`src/rtl/proc_defs.sv`:
```
// Shared encodings for the microcoded processor: bus select codes, ALU ops,
// opcodes and the control FSM state type.
package proc_defs;

  typedef enum logic [2:0] {
    S_IDLE    = 3'd0,
    S_FETCH   = 3'd1,
    S_DECODE  = 3'd2,
    S_EXEC    = 3'd3,
    S_MEMWAIT = 3'd4,
    S_JFETCH  = 3'd5,
    S_HALT    = 3'd6
  } state_t;

  localparam logic [3:0] BUS_NONE = 4'b0000;
  localparam logic [3:0] BUS_MDR  = 4'b0001;
  localparam logic [3:0] BUS_PC   = 4'b0010;
  localparam logic [3:0] BUS_MBRU = 4'b0011;
  localparam logic [3:0] BUS_L    = 4'b0100;
  localparam logic [3:0] BUS_C1   = 4'b0101;
  localparam logic [3:0] BUS_C2   = 4'b0110;
  localparam logic [3:0] BUS_C3   = 4'b0111;
  localparam logic [3:0] BUS_T    = 4'b1000;
  localparam logic [3:0] BUS_E    = 4'b1001;

  localparam logic [2:0] ALU_NONE = 3'b000;
  localparam logic [2:0] ALU_PASS = 3'b001;
  localparam logic [2:0] ALU_ADD  = 3'b010;
  localparam logic [2:0] ALU_SUB  = 3'b011;
  localparam logic [2:0] ALU_SHR1 = 3'b100;

  localparam logic [3:0] OP_NOP  = 4'h0;
  localparam logic [3:0] OP_MOV  = 4'h1;
  localparam logic [3:0] OP_ADD  = 4'h2;
  localparam logic [3:0] OP_SUB  = 4'h3;
  localparam logic [3:0] OP_SHR  = 4'h4;
  localparam logic [3:0] OP_WR   = 4'h5;
  localparam logic [3:0] OP_LDM  = 4'h6;
  localparam logic [3:0] OP_STM  = 4'h7;
  localparam logic [3:0] OP_JMP  = 4'h8;
  localparam logic [3:0] OP_HALT = 4'hF;

  // MDR, MBRU and the unassigned codes are not writable register destinations.
  function automatic logic wr_dest_ok(input logic [3:0] r);
    return r inside {BUS_PC, BUS_L, BUS_C1, BUS_C2, BUS_C3, BUS_T, BUS_E};
  endfunction

  function automatic logic op_illegal(input logic [3:0] op);
    return (op >= 4'h9) && (op <= 4'hE);
  endfunction

endpackage

```
`src/rtl/control_unit.sv`:
```
// Control FSM: fetches an 8-bit instruction, decodes it and drives the bus,
// ALU, memory and PC strobes. State is exposed on state_dbg.
module control_unit
  import proc_defs::*;
(
  input  logic       clk,
  input  logic       rst,
  input  logic       start,
  input  logic [7:0] instr,
  input  logic       iram_ready,
  input  logic       dmem_ready,
  input  logic       z_flag,
  output logic       iram_rd,
  output logic       dmem_rd,
  output logic       dmem_wr,
  output logic [3:0] B_Bus_ctrl,
  output logic [3:0] C_Bus_ctrl,
  output logic [2:0] alu_op,
  output logic       pc_inc,
  output logic       pc_load,
  output logic [7:0] jmp_addr,
  output logic       done,
  output logic       err,
  output logic [2:0] state_dbg
);

  // Handshake: a request (iram_rd, dmem_rd, dmem_wr) stays high until the
  // matching ready is seen in the same cycle; that cycle completes the access.
  // A ready arriving in any state not waiting on it has no effect.

  state_t     state;
  logic [7:0] ir;
  logic [3:0] op;
  logic [3:0] r;

  assign op        = ir[7:4];
  assign r         = ir[3:0];
  assign state_dbg = state;

  always_ff @(posedge clk or posedge rst) begin
    if (rst) begin
      state    <= S_IDLE;
      ir       <= 8'h00;
      jmp_addr <= 8'h00;
      err      <= 1'b0;
    end else begin
      case (state)
        S_IDLE: if (start) state <= S_FETCH;
        S_FETCH: begin
          if (iram_ready) begin
            ir    <= instr;
            state <= S_DECODE;
          end
        end
        S_DECODE: begin
          if (op == OP_JMP)       state <= S_JFETCH;
          else if (op == OP_HALT) state <= S_HALT;
          else                    state <= S_EXEC;
        end
        S_EXEC: begin
          if (op_illegal(op) || (op == OP_WR && !wr_dest_ok(r))) err <= 1'b1;
          if (op == OP_LDM || op == OP_STM) state <= S_MEMWAIT;
          else                              state <= S_FETCH;
        end
        S_MEMWAIT: if (dmem_ready) state <= S_FETCH;
        S_JFETCH: begin
          if (iram_ready) begin
            jmp_addr <= instr;
            state    <= S_FETCH;
          end
        end
        S_HALT: state <= S_HALT;
        default: state <= S_IDLE;
      endcase
    end
  end

  // Outputs decode from state and IR so that reset clears them without a clock.
  always_comb begin
    iram_rd    = 1'b0;
    dmem_rd    = 1'b0;
    dmem_wr    = 1'b0;
    B_Bus_ctrl = BUS_NONE;
    C_Bus_ctrl = BUS_NONE;
    alu_op     = ALU_NONE;
    pc_inc     = 1'b0;
    pc_load    = 1'b0;
    done       = 1'b0;
    case (state)
      S_FETCH: begin
        iram_rd = 1'b1;
        pc_inc  = iram_ready;
      end
      S_EXEC: begin
        case (op)
          OP_MOV: begin
            B_Bus_ctrl = r;
            alu_op     = ALU_PASS;
            C_Bus_ctrl = BUS_C3;
          end
          OP_ADD: begin
            B_Bus_ctrl = r;
            alu_op     = ALU_ADD;
            C_Bus_ctrl = BUS_C3;
          end
          OP_SUB: begin
            B_Bus_ctrl = r;
            alu_op     = ALU_SUB;
            C_Bus_ctrl = BUS_C3;
          end
          OP_SHR: begin
            B_Bus_ctrl = r;
            alu_op     = ALU_SHR1;
            C_Bus_ctrl = BUS_C3;
          end
          OP_WR: begin
            B_Bus_ctrl = BUS_C3;
            alu_op     = ALU_PASS;
            C_Bus_ctrl = wr_dest_ok(r) ? r : BUS_NONE;
          end
          OP_LDM: dmem_rd = 1'b1;
          OP_STM: dmem_wr = 1'b1;
          default: ;
        endcase
      end
      S_MEMWAIT: begin
        dmem_rd = (op == OP_LDM);
        dmem_wr = (op == OP_STM);
        if (op == OP_LDM && dmem_ready) C_Bus_ctrl = BUS_MDR;
      end
      S_JFETCH: begin
        iram_rd = 1'b1;
        if (iram_ready) begin
          pc_load = z_flag;
          pc_inc  = ~z_flag;
        end
      end
      S_HALT: done = 1'b1;
      default: ;
    endcase
  end

endmodule

```
`config.mk`:
```
export PLATFORM = sky130hd
export DESIGN_NAME = control_unit
export DESIGN_NICKNAME = d
export VERILOG_FILES = /design/src/rtl/proc_defs.sv /design/src/rtl/control_unit.sv
export SDC_FILE = /design/constraint.sdc
export NUM_CORES = 1
export LEC_CHECK = 0
export CAP_MARGIN = 10
export CORE_ASPECT_RATIO = 1.5
export CORE_MARGIN = 8
export CORE_UTILIZATION = 30
export CTS_CLUSTER_SIZE = 10
export DETAILED_ROUTE_END_ITERATION = 7
export PLACE_DENSITY = 0.59
export SYNTH_ARGS = -nofsm -noshare
export SYNTH_HDL_FRONTEND = slang
export SYNTH_SLANG_ARGS = --single-unit
```
`constraint.sdc`:
```
create_clock -name clk -period 2.85 [get_ports clk]
set_input_delay 0.285 -clock clk [delete_from_list [all_inputs] [get_ports clk]]
set_output_delay 0.285 -clock clk [all_outputs]
set_load 0.1 [all_outputs]
```
# Word level (Yosys, flattened, before mapping)

Cells that the tools add are included.
Widths: inputs -> output; s select.

Word-level logic and storage cells: 74
Memories kept: 0
Latch bits: 0
Register bits: 20
Memory bits (writable): 0
Output and inout bits: 29
Bits of input ports: 14
ROM bits: 0

Shift-type cells: 0
Muxes and demuxes: 26
Bitwise gates (word level): 1
Divide/modulo/power cells: 0
$lt $le $gt $ge: 2
$add $sub $neg: 0
$mul: 0
Reductions and logical operators: 15
Eq/ne operators: 26

Operators with widths:

| operator           | count |
|---|---|
| $eq 4x3->1 const B | 8 |
| $mux 3             | 8 |
| $pmux 4 s2         | 3 |
| $pmux 3 s7         | 1 |
| $eq 4x4->1 const B | 4 |
| $eq 4x2->1 const B | 3 |
| $pmux 3 s4         | 1 |
| $eq 3x3->1 const B | 3 |
| $mux 1             | 8 |
| $mux 4             | 2 |
| $ne 2x2->1 const B | 4 |
| $reduce_bool 7->1  | 1 |
| $eq 3x2->1 const B | 2 |
| $pmux 1 s2         | 3 |
| $reduce_and 2->1   | 3 |
| $eq 4x1->1 const B | 1 |
| $ge 4x4->1 const B | 1 |
| $le 4x4->1 const B | 1 |
| $reduce_and 4->1   | 1 |
| $reduce_or 2->1    | 2 |
| $reduce_or 4->1    | 1 |
| $eq 3x1->1 const B | 1 |
| $logic_and 1x1->1  | 3 |
| $logic_not 3->1    | 1 |
| 3 further kinds    | 4 |

# Longest topological paths before layout

Gate-level depths: netlist of run 1.

Depth in word-level cells: 6
Gate-level depth with buffers: 6

# Worst setup path after synthesis of run 1

No wires, ideal clock.

Path type: register -> output
Start point: register state[0] (netlist: state_dbg[0])
End point: output port pc_inc
Path buffers: 1
Stages on the path, launching flop included: 5
Path slack: -1.710 ns
Data arrival time: 4.275 ns
Data required time: 2.565 ns
Path through: dfrtp_1 buf_6 nor2b_1 nand2_1 a21oi_1

Longest elaborated chain between the ends: 2
Elaborated cells on any way between the ends: 3
Classes of those cells: eq/ne: 2; mux: 1

Ends and longest elaborated chain:

| what                                            | RTL line           | text |
|---|---|---|
| start: declaration                              | control_unit.sv:31 | `state_t state;` |
| start signal: assignment                        | control_unit.sv:42 | `state <= S_IDLE;` |
| start signal: assignment                        | control_unit.sv:48 | `S_IDLE: if (start) state <= S_FETCH;` |
| start signal: assignment                        | control_unit.sv:52 | `state <= S_DECODE;` |
| $eq 3x3->1 / $eq 3x1->1 (equally long branches) | control_unit.sv:89 | `case (state)` |
| $pmux 1 s2 *                                    | control_unit.sv:89 |  |
| end: declaration                                | control_unit.sv:19 | `output logic pc_inc,` |

Mark *: on every way between the ends. The rest lies on a longest branch, timed or not.

# Worst setup path after layout of run 1

Start point: register state[2] (netlist: state_dbg[2])
End point: output port B_Bus_ctrl[1]

Longest elaborated chain between the ends: 2

Ends and longest elaborated chain:

| what             | RTL line           | text |
|---|---|---|
| $eq 3x2->1       | control_unit.sv:89 |  |
| $mux 4           | control_unit.sv:89 |  |
| end: declaration | control_unit.sv:16 | `output logic [3:0] B_Bus_ctrl,` |

No other way between the ends.

==> results.cfg, run 1 <==
[run_status]
outcome = completed

[global_route]
antenna_found_initial = 0
track_usage = 0.109
grt_max_degree = 21
grt_pass1_vias = 1132
grt-ovfl-total = 0
grt_pass1_wl_um = 5460

[floorplanning]
num_rows = 28
initial_core_util = 0.312
core_area_um2 = 3920
ios = 43
die_w_um = 68.1
die-height_um = 94.2
die-area_um2 = 6420

[drt]
wl_per_cell_um = 15.7
drc = 0
ant_nets = 0
initialDrtViolationCount = 67
vias = 1059
wirelength_um = 3300
drtPass1Iterations = 4
viasPerCell = 5.04

[cts]
worstSkewPairLatency_ns = 0.26
cts_buffers = 3
clock_path_buffers = 2
cts-root-buf = clkbuf_8
cts.sinks = 20
ctsHoldBuffers = 0
ctsResizeCount = 0
htree_levels = 1
clk_pin_slew_ns = 0.07
cts_tree = yes
postCtsSetupBuffers = 0

[sta]
finalSetupTns_ns = 0
worst_slew_pin_slew_ns = 0.769
final_hold_viol_count = 0
rsz0062_at_grt = no
finalCritPeriodShare = 0.804
finalMaxSlewViolations = 0
fin_crit_ns = 2.29
skew_ns = 0.00153
max_clock_freq_ghz = 0.437
max-slew-margin-rel = 0.487
setup_viol = 0

[setup_path]
cp.arrival_ns = 2.01
crit_type = reg -> out
crit_path_end_kind = output pin
cp-start-kind = flip-flop
critPathMaxFanout = 14
required_ns = 2.57

[final_layout]
antenna_cells = 0
nets = 180
area_growth_pct = 44.0
final_layout_size_suffix_gt1_frac = 0.394
fillCellCount = 391

[logic_synthesis]
synth_cell_types = 35
netlist_instances = 127
synth.net_count = 141
syn_area_per_cell_um2 = 9.64
synth_top_area_frac = 0.409
synth_area_um2 = 1220
ys_warn_count = 0
ys_seq_elements = 20
yosysSeqAreaShare = 0.409
yosys-top-cells-area = dfrtp_1 41%, mux2_2 14%, a21oi_1 4.5%
synth_top_cell_by_area = dfrtp_1

[placed_design]
dp_hpwl_um = 2600
io_buffer_count = 42
place.gp.congestion = 0.746

[job]
drv_cap = 0

[hold_path]
hold_class = in -> async
## area by class of cell
class	count	area [um2]	area share
inverters	5	18.8	0.0107
multi-input cells	94	733	0.416
clock buffers	4	55.1	0.0312
repair buffers	42	398	0.226
well taps	45	56.3	0.0320
flip-flops and latches	20	500	0.284
## flip-flops by register name, indices dropped and copies added, names as in the netlist
name	cells
err	1
ir	8
jmp_addr	8
state_dbg	3
## per-layer routing
| layer | vias up | global-route usage | part of all wire |
|---|---|---|---|
| met5 | - | 0 | 0 |
| met4 | 0 | 0.0360 | 0.012 |
| met3 | 4 | 0.0370 | 0.082 |
| met2 | 32 | 0.178 | 0.48 |
| met1 | 497 | 0.127 | 0.43 |
| li1 | 526 | - | - |
## cells in the mapped netlist, drive strengths merged
| master | number |
|---|---|
| a2111oi | 1 |
| a21o | 3 |
| a21oi | 11 |
| a22oi | 1 |
| a311o | 1 |
| a41oi | 1 |
| and2 | 1 |
| and3 | 2 |
| and3b | 2 |
| and4bb | 1 |
| buf | 8 |
| dfrtp | 20 |
| inv | 5 |
| mux2 | 15 |
| nand2 | 10 |
| nand2b | 5 |
| nand3 | 3 |
| nand3b | 1 |
| nand4b | 2 |
| nand4bb | 1 |
| nor2 | 12 |
| nor2b | 2 |
| nor3 | 5 |
| o211ai | 1 |
| o21ai | 8 |
| o22ai | 1 |
| o311a | 1 |
| or2 | 1 |
| or3 | 1 |
| or3b | 1 |
## cells in the final DEF (no fill, tap or decap), types with 2 or more instances in the layout
master           count
and3_1               2
clkbuf_8             4
buf_12               4
a21o_1               3
buf_4               25
o21ai_0              6
a21oi_1             10
dfrtp_1             20
nor3_4               4
clkdlybuf4s50_1     13
nor2_2               4
mux2_2              15
inv_1                5
nor2_1               7
nand3_1              3
and3b_1              2
nand2_1             10
nand2b_1             5
## through the flow
stage	instance area, um2	hold slack [ns]	cells	setup WS, ns	util
6_report	1760	0.458	210	0.559	0.449
2_1_floorplan	1310	0.249	127	-0.303	-
5_1_grt	1760	0.532	210	0.451	0.449
3_3_place_gp	1710	0.486	206	0.912	0.435
4_1_cts	1760	0.491	210	0.547	0.449
3_5_place_dp	1710	0.496	206	0.847	0.435
## worst max-delay path, cell delays in order (launching register included)
cell and delay, ns:
dfrtp_1 0.57, and4bb_4 0.48, nand2_1 0.20, nor3_4 0.29, buf_12 0.20
## final timing paths
path	startpoint	to	slack (ns)	cells after the start
max	state_dbg[2]$_DFFE_PP0P_	B_Bus_ctrl[1]	0.56	4
min	rst	jmp_addr[7]$_DFFE_PP0P_	0.46	2
max reg2reg	state_dbg[2]$_DFFE_PP0P_	ir[2]$_DFFE_PP0P_	1.10	3
min reg2reg	jmp_addr[3]$_DFFE_PP0P_	jmp_addr[3]$_DFFE_PP0P_	0.51	1
max in group asynchronous	rst	err$_DFFE_PP0P_	1.91	2
min in group clk	jmp_addr[3]$_DFFE_PP0P_	jmp_addr[3]$_DFFE_PP0P_	0.51	1
## cell families after synthesis
kind of cell / count (synthesis) / synth area share
buffers and inverters: 13 / 0.0593
multiplexers: 15 / 0.138
AND/OR/NAND/NOR: 50 / 0.244
AO/OA/AOI/OAI: 29 / 0.149
flip-flops: 20 / 0.409
Power of run 1 is left out: the tool's default activity adds up to more than one toggle a clock period on the data nets, which glitch-free logic cannot reach.
==> run 2, diff against run 1 <==
--- a/config.mk
+++ b/config.mk
@@ -11,7 +11,7 @@
 export CORE_UTILIZATION = 30
 export CTS_CLUSTER_SIZE = 10
 export DETAILED_ROUTE_END_ITERATION = 7
-export PLACE_DENSITY = 0.59
+export PLACE_DENSITY = 0.61
 export SYNTH_ARGS = -nofsm -noshare
 export SYNTH_HDL_FRONTEND = slang
 export SYNTH_SLANG_ARGS = --single-unit
==> constraint.sdc (replaced) <==
create_clock -name clk -period 1.95 [get_ports clk]
set_input_delay 0.195 -clock clk [delete_from_list [all_inputs] [get_ports clk]]
set_output_delay 0.195 -clock clk [all_outputs]
set_load 0.1 [all_outputs]
==> results.cfg, run 2 (synthesized netlist as in run 1, its figures left out) <==
[run_status]
outcome = completed

[drt]
vias = 1147
drc = 0
drtPass1Iterations = 4
viasPerCell = 5.19
ant_nets = 0
wl_per_cell_um = 15.7
initialDrtViolationCount = 26
wirelength_um = 3460

[final_layout]
final_layout_size_suffix_gt1_frac = 0.528
area_growth_pct = 71.1
antenna_cells = 0
final_cell_mix = 22 x buf_4, 17 x buf_12, 15 x mux2_2
stdcell_count = 221
nets = 191
final_common_cell = buf_4

[cts]
worstSkewPairLatency_ns = 0.26
cts.sinks = 20
clock_path_buffers = 2
cts_buffers = 3
htree_levels = 1
cts_tree = yes
clk_pin_slew_ns = 0.07
cts-root-buf = clkbuf_8

[setup_path]
worstRegToRegCells = 5
path_buf_inv = 1
r2r-end = ir[6]$_DFFE_PP0P_
cp-start-kind = flip-flop
critical_path.slowest_cell = dfrtp_4
cp_top_family = simple AND/OR/NAND/NOR gates
crit_chain = and4bb_4 > and3b_2 > nand2_2 > nor2_4 > buf_12
worstReg2RegStart = state_dbg[2]$_DFFE_PP0P_
critPathMaxFanout = 7
crit_path_end_kind = output pin
required_ns = 1.75
crit_type = reg -> out
r2r_setup_slack_ns = 0.32
cp.arrival_ns = 1.75
cp_slowest_stage_delay_ns = 0.50

[placed_design]
dpl.cell_count = 214
dp_hpwl_um = 2920
place.gp.congestion = 0.825
io_buffer_count = 42

[floorplanning]
die_w_um = 68.1
core_area_um2 = 3920
num_rows = 28
die-area_um2 = 6420
initial_core_util = 0.312
ios = 43
die-height_um = 94.2

[hold_path]
hold_class = in -> async

[sta]
finalMaxSlewViolations = 0
skew_ns = 0.00367
finalCritPeriodShare = 0.995
final_hold_viol_count = 0
max_clock_freq_ghz = 0.515
worst_slew_pin_slew_ns = 0.412
max-slew-margin-rel = 0.725
setup_viol = 0
rsz0062_at_grt = yes
fin_crit_ns = 1.94

[job]
drv_cap = 0

[global_route]
antenna_found_initial = 0
grt_pass1_vias = 1237
grt_pass1_wl_um = 5750
grt_max_degree = 15
grt-ovfl-total = 0
track_usage = 0.113
run 2: cell count changes in the layout (fill, tap and decap cells not counted), sizes merged:
cell	before	now
clkbuf	4	5
buf	29	39
run 2: per-stage QoR:
step	instance area [um2]	utilization	worst slack [ns]	hold WS, ns	TNS, ns
detailed placement	2000	0.511	0.257	0.487	0
floorplan	1390	-	-0.301	0.159	-1.19
CTS	2060	0.526	0.00390	0.228	0
global route	2090	0.533	-0.0597	0.270	-0.196
finish	2090	0.533	0.00998	0.220	0
global placement	2000	0.511	0.297	0.484	0
run 2: final cells by class:
class,count,area (um2)
timing repair buffer,53,641
tap,45,56.3
inverter,5,18.8
multi-input combinational,94,807
fill,366,1830
clock buffer,4,55.1
sequential,20,515
run 2: layer usage:
| layer | vias up | global-route usage | wire length, um |
|---|---|---|---|
| met5 | - | 0 | 0 |
| met4 | 0 | 0.0360 | 39 |
| met3 | 5 | 0.0227 | 172 |
| met2 | 29 | 0.220 | 2000 |
| met1 | 565 | 0.110 | 1260 |
| li1 | 548 | - | - |
run 2: repair_timing:
action	4_1_cts	5_1_grt
hold buffers	0	0
endpoints found under the setup margin	1	3
resized for setup	2	6
pin swaps	0	2
buffers inserted	0	3
run 2: worst max path at each step:
stage | from | end | slack (ns) | depth (start not counted)
floorplan | state_dbg[0]$_DFFE_PP0P_ | pc_inc | -0.30 | 4
global placement | state_dbg[1]$_DFFE_PP0P_ | dmem_rd | 0.30 | 5
detailed placement | ir[5]$_DFFE_PP0P_ | C_Bus_ctrl[0] | 0.26 | 5
CTS | state_dbg[1]$_DFFE_PP0P_ | dmem_rd | 0.004 | 5
global route | state_dbg[2]$_DFFE_PP0P_ | B_Bus_ctrl[1] | -0.06 | 5
finish | state_dbg[2]$_DFFE_PP0P_ | C_Bus_ctrl[3] | 0.01 | 5
run 2: worst register-to-register path, cell delays in order, from the launching register on:
cell and delay [ns]:
dfrtp_4 0.50, buf_4 0.19, nand2b_1 0.18, nor2_2 0.11, buf_4 0.19, mux2_2 0.35
Power of run 2 is left out for the same reason.
